===== config.mk =====
export PLATFORM = sky130hd
export DESIGN_NAME = hsm_axil_master_flat
export DESIGN_NICKNAME = d
export VERILOG_FILES = /design/src/rtl/hsm_axil_pkg.sv /design/src/rtl/hsm_axil_master_if.sv /design/src/rtl/hsm_axil_master.sv /design/src/flat_wrapper.sv
export SDC_FILE = /design/constraint.sdc
export NUM_CORES = 1
export LEC_CHECK = 0
export CAP_MARGIN = 40
export CORE_MARGIN = 2
export CORE_UTILIZATION = 39
export CTS_CLUSTER_SIZE = 14
export DETAILED_ROUTE_END_ITERATION = 10
export PLACE_DENSITY = 0.77
export SYNTH_ARGS = -nofsm -noshare
export SYNTH_HDL_FRONTEND = slang
export SYNTH_SLANG_ARGS = --single-unit

===== constraint.sdc =====
create_clock -name M_AXI_ACLK -period 2 [get_ports M_AXI_ACLK]
set_input_delay 0.4 -clock M_AXI_ACLK [delete_from_list [all_inputs] [get_ports M_AXI_ACLK]]
set_output_delay 0.4 -clock M_AXI_ACLK [all_outputs]
set_load 0.01 [all_outputs]

===== src/rtl/hsm_axil_pkg.sv =====
`default_nettype none
// ============================================================================
//  Module   : hsm_axil_pkg
//  Purpose  : Shared definitions for the HSM AXI4-Lite master and register
//             slave: response codes, master FSM state encoding and the HSM
//             register map byte addresses.
//  Ports    : none (package)
//  Revision : 1.0  initial release
// ============================================================================
package hsm_axil_pkg;

  // AXI4-Lite response codes
  localparam logic [1:0] AXI_RESP_OKAY   = 2'b00;
  localparam logic [1:0] AXI_RESP_EXOKAY = 2'b01;
  localparam logic [1:0] AXI_RESP_SLVERR = 2'b10;
  localparam logic [1:0] AXI_RESP_DECERR = 2'b11;

  // Master FSM states
  typedef enum logic [2:0] {
    ST_IDLE  = 3'd0,
    ST_WR    = 3'd1,
    ST_WR_B  = 3'd2,
    ST_RD_AR = 3'd3,
    ST_RD_R  = 3'd4,
    ST_RSP   = 3'd5
  } axil_state_e;

  // HSM register map (byte addresses)
  localparam logic [4:0] REG_CTRL     = 5'h00;
  localparam logic [4:0] REG_STATUS   = 5'h04;
  localparam logic [4:0] REG_DATA_IN  = 5'h08;
  localparam logic [4:0] REG_DATA_OUT = 5'h0C;
  localparam logic [4:0] REG_RAW_OSC  = 5'h10;
  localparam logic [4:0] REG_COUNTER  = 5'h14;
  localparam logic [4:0] REG_RAND_OUT = 5'h18;
  localparam logic [4:0] REG_SAMP_CNT = 5'h1C;

endpackage : hsm_axil_pkg
`default_nettype wire


===== src/rtl/hsm_axil_master_if.sv =====
`default_nettype none
// ============================================================================
//  Module   : hsm_axil_master_if
//  Purpose  : AXI4-Lite bus bundle (AW, W, B, AR, R channels) between the
//             HSM fabric master and the HSM register slave.
//  Ports    : modport master - drives AW/W/AR payload+VALID, BREADY, RREADY
//             modport slave  - drives AWREADY/WREADY/ARREADY, B and R channels
//  Revision : 1.0  initial release
// ============================================================================
interface hsm_axil_master_if #(
  parameter int ADDR_W = 5
);
  logic [ADDR_W-1:0] awaddr;
  logic [2:0]        awprot;
  logic              awvalid;
  logic              awready;
  logic [31:0]       wdata;
  logic [3:0]        wstrb;
  logic              wvalid;
  logic              wready;
  logic [1:0]        bresp;
  logic              bvalid;
  logic              bready;
  logic [ADDR_W-1:0] araddr;
  logic [2:0]        arprot;
  logic              arvalid;
  logic              arready;
  logic [31:0]       rdata;
  logic [1:0]        rresp;
  logic              rvalid;
  logic              rready;

  modport master (
    output awaddr, awprot, awvalid, wdata, wstrb, wvalid, bready,
           araddr, arprot, arvalid, rready,
    input  awready, wready, bresp, bvalid, arready, rdata, rresp, rvalid
  );

  modport slave (
    input  awaddr, awprot, awvalid, wdata, wstrb, wvalid, bready,
           araddr, arprot, arvalid, rready,
    output awready, wready, bresp, bvalid, arready, rdata, rresp, rvalid
  );
endinterface : hsm_axil_master_if
`default_nettype wire


===== src/rtl/hsm_axil_master.sv =====
`default_nettype none
// ============================================================================
//  Module   : hsm_axil_master
//  Purpose  : Single-outstanding AXI4-Lite master converting a command /
//             response stream into AXI4-Lite reads and writes, with a sticky
//             timeout flag for transactions that take too long.
//  Ports    : M_AXI_ACLK, M_AXI_ARESETN (async, active low)
//             cmd_*   : command stream in (valid/ready, write, addr, data, strb)
//             rsp_*   : response stream out (valid/ready, write, rdata, resp)
//             timeout_flag / timeout_clr : sticky timeout status and clear
//             m_axi   : AXI4-Lite master bus (hsm_axil_master_if.master)
//  Revision : 1.0  initial release
// ============================================================================
module hsm_axil_master
  import hsm_axil_pkg::*;
#(
  parameter int C_M_AXI_ADDR_WIDTH = 5,
  parameter int C_M_AXI_DATA_WIDTH = 32,
  parameter int TIMEOUT_CYCLES     = 256
) (
  input  wire logic                          M_AXI_ACLK,
  input  wire logic                          M_AXI_ARESETN,
  input  wire logic                          cmd_valid,
  output logic                               cmd_ready,
  input  wire logic                          cmd_write,
  input  wire logic [C_M_AXI_ADDR_WIDTH-1:0] cmd_addr,
  input  wire logic [31:0]                   cmd_wdata,
  input  wire logic [3:0]                    cmd_wstrb,
  output logic                               rsp_valid,
  input  wire logic                          rsp_ready,
  output logic                               rsp_write,
  output logic [31:0]                        rsp_rdata,
  output logic [1:0]                         rsp_resp,
  output logic                               timeout_flag,
  input  wire logic                          timeout_clr,
  hsm_axil_master_if.master                  m_axi
);

  // Configuration checks, resolved at elaboration
  if (C_M_AXI_DATA_WIDTH != 32) begin : g_bad_data_width
    $error("hsm_axil_master: C_M_AXI_DATA_WIDTH must be 32");
  end
  if (TIMEOUT_CYCLES < 2 || TIMEOUT_CYCLES > 65535) begin : g_bad_timeout
    $error("hsm_axil_master: TIMEOUT_CYCLES must be in 2..65535");
  end

  localparam logic [15:0] c_TIMEOUT = 16'(TIMEOUT_CYCLES);
  localparam logic [15:0] c_CNT_MAX = 16'hFFFF;

  axil_state_e                   r_state;
  axil_state_e                   w_state_nxt;
  logic [C_M_AXI_ADDR_WIDTH-1:0] r_addr;
  logic [31:0]                   r_wdata;
  logic [3:0]                    r_wstrb;
  logic                          r_awvalid;
  logic                          r_wvalid;
  logic                          r_arvalid;
  logic                          r_rsp_write;
  logic [31:0]                   r_rsp_rdata;
  logic [1:0]                    r_rsp_resp;
  logic [15:0]                   r_to_cnt;
  logic                          r_to_flag;

  logic w_cmd_fire;
  logic w_aw_hs;
  logic w_w_hs;
  logic w_ar_hs;
  logic w_b_hs;
  logic w_r_hs;
  logic w_aw_done;
  logic w_w_done;
  logic w_busy;
  logic w_to_event;

  assign w_cmd_fire = cmd_valid & cmd_ready;
  assign w_aw_hs    = r_awvalid & m_axi.awready;
  assign w_w_hs     = r_wvalid  & m_axi.wready;
  assign w_ar_hs    = r_arvalid & m_axi.arready;
  assign w_b_hs     = (r_state == ST_WR_B) & m_axi.bvalid;
  assign w_r_hs     = (r_state == ST_RD_R) & m_axi.rvalid;
  // A write channel is finished once its VALID has dropped or is handshaking now
  assign w_aw_done  = ~r_awvalid | w_aw_hs;
  assign w_w_done   = ~r_wvalid  | w_w_hs;

  // ---------------- FSM: state register ----------------
  always_ff @(posedge M_AXI_ACLK or negedge M_AXI_ARESETN) begin
    if (!M_AXI_ARESETN) r_state <= ST_IDLE;
    else                r_state <= w_state_nxt;
  end

  // ---------------- FSM: next-state logic ----------------
  always_comb begin
    w_state_nxt = r_state;
    case (r_state)
      ST_IDLE:  if (w_cmd_fire)            w_state_nxt = cmd_write ? ST_WR : ST_RD_AR;
      ST_WR:    if (w_aw_done && w_w_done) w_state_nxt = ST_WR_B;
      ST_WR_B:  if (m_axi.bvalid)          w_state_nxt = ST_RSP;
      ST_RD_AR: if (w_ar_hs)               w_state_nxt = ST_RD_R;
      ST_RD_R:  if (m_axi.rvalid)          w_state_nxt = ST_RSP;
      ST_RSP:   if (rsp_ready)             w_state_nxt = ST_IDLE;
      default:                             w_state_nxt = ST_IDLE;
    endcase
  end

  // ---------------- FSM: outputs ----------------
  // cmd_ready is gated by reset so it reads 0 while reset is held, even
  // though the state register already sits in IDLE.
  always_comb begin
    cmd_ready    = (r_state == ST_IDLE) & M_AXI_ARESETN;
    m_axi.bready = (r_state == ST_WR_B);
    m_axi.rready = (r_state == ST_RD_R);
    rsp_valid    = (r_state == ST_RSP);
  end

  // ---------------- Request / response datapath ----------------
  always_ff @(posedge M_AXI_ACLK or negedge M_AXI_ARESETN) begin
    if (!M_AXI_ARESETN) begin
      r_addr      <= '0;
      r_wdata     <= '0;
      r_wstrb     <= '0;
      r_awvalid   <= 1'b0;
      r_wvalid    <= 1'b0;
      r_arvalid   <= 1'b0;
      r_rsp_write <= 1'b0;
      r_rsp_rdata <= '0;
      r_rsp_resp  <= AXI_RESP_OKAY;
    end else begin
      if (w_cmd_fire) begin
        r_addr    <= cmd_addr;
        r_wdata   <= cmd_write ? cmd_wdata : '0;
        r_wstrb   <= cmd_write ? cmd_wstrb : '0;
        r_awvalid <= cmd_write;
        r_wvalid  <= cmd_write;
        r_arvalid <= ~cmd_write;
      end else begin
        // Each VALID drops only after its own handshake
        if (w_aw_hs) r_awvalid <= 1'b0;
        if (w_w_hs)  r_wvalid  <= 1'b0;
        if (w_ar_hs) r_arvalid <= 1'b0;
      end
      if (w_b_hs) begin
        r_rsp_write <= 1'b1;
        r_rsp_rdata <= '0;
        r_rsp_resp  <= m_axi.bresp;
      end else if (w_r_hs) begin
        r_rsp_write <= 1'b0;
        r_rsp_rdata <= m_axi.rdata;
        r_rsp_resp  <= m_axi.rresp;
      end
    end
  end

  // ---------------- Timeout supervision ----------------
  // Only the waiting states count; the transaction is never abandoned.
  assign w_busy     = (r_state != ST_IDLE) && (r_state != ST_RSP);
  assign w_to_event = w_busy && (r_to_cnt != c_CNT_MAX) && ((r_to_cnt + 16'd1) == c_TIMEOUT);

  always_ff @(posedge M_AXI_ACLK or negedge M_AXI_ARESETN) begin
    if (!M_AXI_ARESETN) begin
      r_to_cnt  <= '0;
      r_to_flag <= 1'b0;
    end else begin
      if (w_cmd_fire)                          r_to_cnt <= '0;
      else if (w_busy && r_to_cnt != c_CNT_MAX) r_to_cnt <= r_to_cnt + 16'd1;
      // A new timeout event takes priority over a simultaneous clear
      if (w_to_event)       r_to_flag <= 1'b1;
      else if (timeout_clr) r_to_flag <= 1'b0;
    end
  end

  assign m_axi.awaddr  = r_addr;
  assign m_axi.awprot  = 3'b000;
  assign m_axi.awvalid = r_awvalid;
  assign m_axi.wdata   = r_wdata;
  assign m_axi.wstrb   = r_wstrb;
  assign m_axi.wvalid  = r_wvalid;
  assign m_axi.araddr  = r_addr;
  assign m_axi.arprot  = 3'b000;
  assign m_axi.arvalid = r_arvalid;
  assign rsp_write     = r_rsp_write;
  assign rsp_rdata     = r_rsp_rdata;
  assign rsp_resp      = r_rsp_resp;
  assign timeout_flag  = r_to_flag;

endmodule : hsm_axil_master
`default_nettype wire


===== src/flat_wrapper.sv =====
// flat-port wrapper written by rule: the top's interface ports become plain ports
module hsm_axil_master_flat import hsm_axil_pkg::*;
#(
  parameter int C_M_AXI_ADDR_WIDTH = 5,
  parameter int C_M_AXI_DATA_WIDTH = 32,
  parameter int TIMEOUT_CYCLES     = 256
)
  (M_AXI_ACLK, M_AXI_ARESETN, cmd_valid, cmd_ready, cmd_write, cmd_addr, cmd_wdata, cmd_wstrb, rsp_valid, rsp_ready, rsp_write, rsp_rdata, rsp_resp, timeout_flag, timeout_clr, m_axi_awaddr, m_axi_awprot, m_axi_awvalid, m_axi_wdata, m_axi_wstrb, m_axi_wvalid, m_axi_bready, m_axi_araddr, m_axi_arprot, m_axi_arvalid, m_axi_rready, m_axi_awready, m_axi_wready, m_axi_bresp, m_axi_bvalid, m_axi_arready, m_axi_rdata, m_axi_rresp, m_axi_rvalid);
  hsm_axil_master_if #(.ADDR_W((5))) m_axi_i ();
  input  wire logic M_AXI_ACLK;
  input  wire logic M_AXI_ARESETN;
  input  wire logic cmd_valid;
  output logic cmd_ready;
  input  wire logic cmd_write;
  input  wire logic [C_M_AXI_ADDR_WIDTH-1:0] cmd_addr;
  input  wire logic [31:0] cmd_wdata;
  input  wire logic [3:0] cmd_wstrb;
  output logic rsp_valid;
  input  wire logic rsp_ready;
  output logic rsp_write;
  output logic [31:0] rsp_rdata;
  output logic [1:0] rsp_resp;
  output logic timeout_flag;
  input  wire logic timeout_clr;
  output wire logic [$bits(m_axi_i.awaddr)-1:0] m_axi_awaddr;
  output wire logic [$bits(m_axi_i.awprot)-1:0] m_axi_awprot;
  output wire logic [$bits(m_axi_i.awvalid)-1:0] m_axi_awvalid;
  output wire logic [$bits(m_axi_i.wdata)-1:0] m_axi_wdata;
  output wire logic [$bits(m_axi_i.wstrb)-1:0] m_axi_wstrb;
  output wire logic [$bits(m_axi_i.wvalid)-1:0] m_axi_wvalid;
  output wire logic [$bits(m_axi_i.bready)-1:0] m_axi_bready;
  output wire logic [$bits(m_axi_i.araddr)-1:0] m_axi_araddr;
  output wire logic [$bits(m_axi_i.arprot)-1:0] m_axi_arprot;
  output wire logic [$bits(m_axi_i.arvalid)-1:0] m_axi_arvalid;
  output wire logic [$bits(m_axi_i.rready)-1:0] m_axi_rready;
  input wire logic [$bits(m_axi_i.awready)-1:0] m_axi_awready;
  input wire logic [$bits(m_axi_i.wready)-1:0] m_axi_wready;
  input wire logic [$bits(m_axi_i.bresp)-1:0] m_axi_bresp;
  input wire logic [$bits(m_axi_i.bvalid)-1:0] m_axi_bvalid;
  input wire logic [$bits(m_axi_i.arready)-1:0] m_axi_arready;
  input wire logic [$bits(m_axi_i.rdata)-1:0] m_axi_rdata;
  input wire logic [$bits(m_axi_i.rresp)-1:0] m_axi_rresp;
  input wire logic [$bits(m_axi_i.rvalid)-1:0] m_axi_rvalid;
  assign m_axi_awaddr = m_axi_i.awaddr;
  assign m_axi_awprot = m_axi_i.awprot;
  assign m_axi_awvalid = m_axi_i.awvalid;
  assign m_axi_wdata = m_axi_i.wdata;
  assign m_axi_wstrb = m_axi_i.wstrb;
  assign m_axi_wvalid = m_axi_i.wvalid;
  assign m_axi_bready = m_axi_i.bready;
  assign m_axi_araddr = m_axi_i.araddr;
  assign m_axi_arprot = m_axi_i.arprot;
  assign m_axi_arvalid = m_axi_i.arvalid;
  assign m_axi_rready = m_axi_i.rready;
  assign m_axi_i.awready = m_axi_awready;
  assign m_axi_i.wready = m_axi_wready;
  assign m_axi_i.bresp = m_axi_bresp;
  assign m_axi_i.bvalid = m_axi_bvalid;
  assign m_axi_i.arready = m_axi_arready;
  assign m_axi_i.rdata = m_axi_rdata;
  assign m_axi_i.rresp = m_axi_rresp;
  assign m_axi_i.rvalid = m_axi_rvalid;
  hsm_axil_master #(.C_M_AXI_ADDR_WIDTH(C_M_AXI_ADDR_WIDTH), .C_M_AXI_DATA_WIDTH(C_M_AXI_DATA_WIDTH), .TIMEOUT_CYCLES(TIMEOUT_CYCLES)) u_core (.M_AXI_ACLK(M_AXI_ACLK), .M_AXI_ARESETN(M_AXI_ARESETN), .cmd_valid(cmd_valid), .cmd_ready(cmd_ready), .cmd_write(cmd_write), .cmd_addr(cmd_addr), .cmd_wdata(cmd_wdata), .cmd_wstrb(cmd_wstrb), .rsp_valid(rsp_valid), .rsp_ready(rsp_ready), .rsp_write(rsp_write), .rsp_rdata(rsp_rdata), .rsp_resp(rsp_resp), .timeout_flag(timeout_flag), .timeout_clr(timeout_clr), .m_axi(m_axi_i));
endmodule

# After elaboration in Yosys (flattened, before gate mapping)
# Cells that the tools add are included.
classes:
  n_addsub: 1
  n_eq_ne: 14
  mux: 26
  n_bitwise: 12
  reduce_logical: 13
op_table:
  columns: ["operator", "n"]
  rows:
  - ["$mux W32", 3]
  - ["$mux W16", 2]
  - ["$mux W3", 6]
  - ["$pmux W3 S6", 1]
  - ["$add A16 B1 Y16 const B", 1]
  - ["$eq A16 B9 Y1 const B", 1]
  - ["$ne A16 B16 Y1 const B", 1]
  - ["$ne A2 B1 Y1 const B", 6]
  - ["$reduce_bool A2 Y1", 6]
  - ["$mux W1", 10]
  - ["$and A1 B1 Y1", 7]
  - ["$eq A3 B2 Y1 const B", 2]
  - ["$eq A3 B3 Y1 const B", 2]
  - ["$mux W2", 3]
  - ["$reduce_and A6 Y1", 1]
  - ["$logic_and A1 B1 Y1", 4]
  - ["$mux W4", 1]
  - ["$eq A3 B1 Y1 const B", 1]
  - ["$logic_not A3 Y1", 1]
  - ["$ne A3 B3 Y1 const B", 1]
  - ["$not A1 Y1", 3]
  - ["$reduce_bool A3 Y1", 1]
  - ["$or A1 B1 Y1", 2]
word_totals:
  regBits: 99
  inputBits: 88

# Longest topological paths before layout
depth:
  word_depth: 5
  depth_mapped: 8
  depth_no_buf: 6

# Worst setup path after synthesis
# OpenSTA, ideal clock, no wires.
synth_timing:
  path_kind: "register to register"
  from: "register u_core.r_to_cnt[0]"
  to: "register u_core.r_to_cnt[12]"
  setup_time_ps: 118
  arrival_ps: 1752
  required_ps: 1882
  path_slack_ps: 130
  stages_incl_launch_ff: 9
  path_buffers: 2
  synth_period_minus_slack_ps: 1870
  cell_sequence: "dfrtp_1 -> ha_1 -> nand3_1 -> nor4_4 -> or2_1 -> buf_4 -> buf_6 -> o21ai_2 -> a21o_1"
synth_via:
  elab_chain_len: 3
  word_cells_on_any_way: 6
  cone_classes: "1 x add/sub; 1 x eq/ne; 2 x mux; 2 x reduce/logical"
synth_rtl:
  columns: ["element", "line_no", "text"]
  rows:
  - ["from (decl)", "hsm_axil_master.sv:61", "logic [15:0] r_to_cnt;"]
  - ["from (signal assigned)", "hsm_axil_master.sv:164", "else if (w_busy && r_to_cnt != c_CNT_MAX) r_to_cnt <= r_to_cnt + 16'd1;"]
  - ["$add A16 B1 Y16 or $ne A16 B16 Y1 (tied branches)", "hsm_axil_master.sv:164", null]
  - ["$mux W16 or $logic_and A1 B1 Y1 (tied branches)", "hsm_axil_master.sv:164", null]
  - ["$mux W16 or $reduce_bool A2 Y1 (tied branches)", null, null]
# Several ways; a longest one is shown, not always the timed one. The select of a mux whose other input is x is not followed.
# A chain may end at the register's enable or synchronous reset.

# Final worst setup path
layout_timing:
  from: "register u_core.r_state[2]"
  to: "output m_axi_bready"
layout_via:
  elab_chain_len: 1
layout_rtl:
  columns: ["element", "line_no", "text"]
  rows:
  - ["from (decl)", "hsm_axil_master.sv:50", "axil_state_e r_state;"]
  - ["from (signal assigned)", "hsm_axil_master.sv:88", "else r_state <= w_state_nxt;"]
  - ["$eq A3 B2 Y1", "hsm_axil_master.sv:110", "m_axi.bready = (r_state == ST_WR_B);"]
  - ["to (decl)", "flat_wrapper.sv:31", "output wire logic [$bits(m_axi_i.bready)-1:0] m_axi_bready;"]
# No other way between the ends.

==> flow_summary_export.csv <==
group,metric,value,unit
logic_synthesis,synth_cells,438,
sta,setup_viol,0,
logic_synthesis,async_reset_ff_share,100,%
sta,max_freq,0.519,GHz
floorplanning,pin_count,183,
setup_path,critPathLaunch,"u_core.r_state[2]",
logic_synthesis,synth-edff-count,0,
sta,whs,0.175,ns
floorplanning,dieArea,12100,um^2
final_layout,fin_util,61.7,%
detailed_routing,dr.max_layer_used,"met4",
logic_synthesis,syn_area,4390,um^2
floorplanning,rows,38,
logic_synthesis,syn_area_per_cell,10.0,um^2
logic_synthesis,yosysTopAreaCell,"dfrtp_1",
sta,final_max_slew_viol_count,0,
global_route,grt_overflow,0,
setup_path,required,1.60,ns
clocking,clkTransAtPathRegs,0.10,ns
sta,hold_viol_final,0,
global_route,track_usage,20.4,%
logic_synthesis,ys_seq_area_share,56.5,%
place,dp_hpwl,9180,um
detailed_routing,dr_wl_met2,6160,um
floorplanning,core-area,10900,um^2
global_route,grt_pass1_vias,3926,
floorplanning,initial_core_util,40.3,%
clocking,cts_tree,"yes",
sta,finClkSkew,0.0148,ns
clocking,cts_sinks,99,
global_route,antenna_found_initial,0,
logic_synthesis,synth_most_common_cell,"nand2_1",
flow_run,maxCapViolCount,0,
detailed_routing,drc,0,
status,status,"finished clean",
setup_path,timing.rr.end,"u_core.rsp_rdata[23]",
final_layout,fillCellCount,883,
sta,worst_pin_slew,0.701,ns
global_route,grt_pass1_wl,19000,um
detailed_routing,routed_wl,12500,um
final_layout,syn_to_final_growth,53.0,%
logic_synthesis,yosys_warnings,0,
logic_synthesis,yosys.area.top_type_share,56.5,%
detailed_routing,ant_nets,0,
final_layout,drive_gt1_share,11.2,%
sta,fin_setup_tns,0,ns
place,placement.io_buffers,176,
logic_synthesis,synthTopCellsByArea,"dfrtp_1 (56%), nand2_1 (9.5%), a22o_1 (6.8%), nand3_1 (5.0%), buf_4 (2.1%)",
setup_path,worst_setup_path_start_kind,"flip-flop",
clocking,clk-insertion-delay-late,0.39,ns
clocking,clockBufferDepth,2,
detailed_routing,vias,3984,
logic_synthesis,synth_commonest_cells,"nand2_1 (111), dfrtp_1 (99), nand3_1 (44), a22o_1 (34), clkbuf_1 (19)",
logic_synthesis,ys_ff_latch,99,
global_route,grt_max_degree,58,
clocking,h-tree-depth,3,
setup_path,cp-endpoint,"m_axi_bready",
clocking,cts_buffers,9,
setup_path,reg2reg_from,"u_core.r_state[1]",
setup_path,arrival,1.53,ns
sta,post-route-min-period,1.93,ns
setup_path,crit_fanout,7,
floorplanning,dieWidth,110,um
detailed_routing,first_iter_violations,220,
final_layout,final_nets,718,
power,power.density,1390,nW/um^2
power,leakage,0.00316,uW
detailed_routing,wl_met3,928,um
worst_hold_path,min_path_type,"input pin to async pin",
clocking,clockRootBuffer,"clkbuf_8",
power,vdd_drop_max,0.731,mV
sta,max-slew-margin-rel,53.3,%
sta,period_share,96.4,%
detailed_routing,met1_length,5120,um
logic_synthesis,synth_flop_cell,"dfrtp_1",
setup_path,r2r_setup_slack,0.16,ns
place,place.gp.congestion,0.822,
detailed_routing,first_pass_iters,7,
detailed_routing,vias_per_cell,5.15,
setup_path,path_class,"flip-flop to primary output",
logic_synthesis,synth_cell_types,53,
setup_path,ff2ff_path_depth,7,
final_layout,antennaDiodeCount,0,
floorplanning,die_height,110,um
detailed_routing,wl_per_cell,16.2,um
setup_path,end_kind,"primary output",
power,p_total,9320,uW
==> critical path, cell delays in order (launching register included) <==
cell	delay [ns]
dfrtp_2	0.48
nand2b_1	0.20
buf_4	0.16
nor2_1	0.14
clkbuf_2	0.17
==> cells by family after synthesis <==
logic type | Yosys count | synth area share, %
DFF | 99 | 56.5
AOI/OAI and AO/OA | 77 | 13.6
other | 1 | 0.0855
and+or+nand+nor | 210 | 23.0
buffers and inverters | 43 | 5.08
xor gates and xnor gates | 6 | 1.20
adders and majority gates | 1 | 0.285
muxes | 1 | 0.228
==> state kept, by name (all words and copies together), names as in the netlist, 2 cells and up <==
register	count
u_core.rsp_rdata	32
u_core.rsp_resp	2
u_core.m_axi.wstrb	4
u_core.r_to_cnt	16
u_core.m_axi.wdata	32
u_core.r_state	3
u_core.m_axi.araddr	5
==> cell usage in the layout (no fill, tap or decap), types with 6 or more instances in the layout <==
cell type / n
conb_1: 6
nand2_1: 111
clkdlybuf4s50_1: 171
o21ai_0: 11
nand3_1: 43
and3_1: 6
dfrtp_1: 97
buf_4: 36
a22o_1: 34
nor2_1: 10
clkbuf_8: 9
==> report_power, final <==
part	switching [uW]	internal [uW]
clock	777	743
sequential	531	2810
combinational	2000	2460
total	3310	6010
==> worst min-delay path by stage <==
| stage | from | to | slack [ns] | depth (start not counted) |
|---|---|---|---|---|
| floorplan | M_AXI_ARESETN | u_core.m_axi.araddr[0] | 0.10 | 0 |
| global placement | u_core.m_axi.wdata[4] | u_core.m_axi.wdata[4] | 0.45 | 2 |
| detailed placement | u_core.m_axi.wdata[11] | u_core.m_axi.wdata[11] | 0.45 | 2 |
| CTS | M_AXI_ARESETN | u_core.rsp_rdata[25] | 0.20 | 2 |
| global route | M_AXI_ARESETN | u_core.rsp_rdata[25] | 0.23 | 2 |
| finish | M_AXI_ARESETN | u_core.rsp_write | 0.18 | 2 |
==> layer usage <==
layer	GRT usage, %	vias up
li1	-	1889
met4	8.23	0
met2	33.0	142
met3	6.00	22
met1	25.5	1931
met5	0	-
==> area by class of cell <==
cell class                      count  area, um^2  share of cell area, %
Inverter                            3        11.3                  0.168
Tap cell                          140         175                   2.61
Sequential cell                    99        2480                   36.9
Multi-Input combinational cell    301        1730                   25.7
Clock buffer                        9         124                   1.85
Timing Repair Buffer              215        2080                   30.9
Clock inverter                      7         121                   1.81
==> per-stage QoR <==
step	cell area, um^2	setup WS [ns]	instances
finish	6710	0.0716	774
global route	6710	-0.00351	774
CTS	6700	0.00492	772
detailed placement	6440	-0.0637	756
global placement	6430	-0.411	755
floorplan	4410	0.130	443
==> repair_timing <==
action | CTS | global route
endpoints found under the setup margin | 4 | 13
pin swaps | 0 | 1
buffers inserted | 0 | 2
gates resized for setup | 11 | 4
hold buffers | 0 | 0
Note: power is estimated with default switching activity, not from simulation.
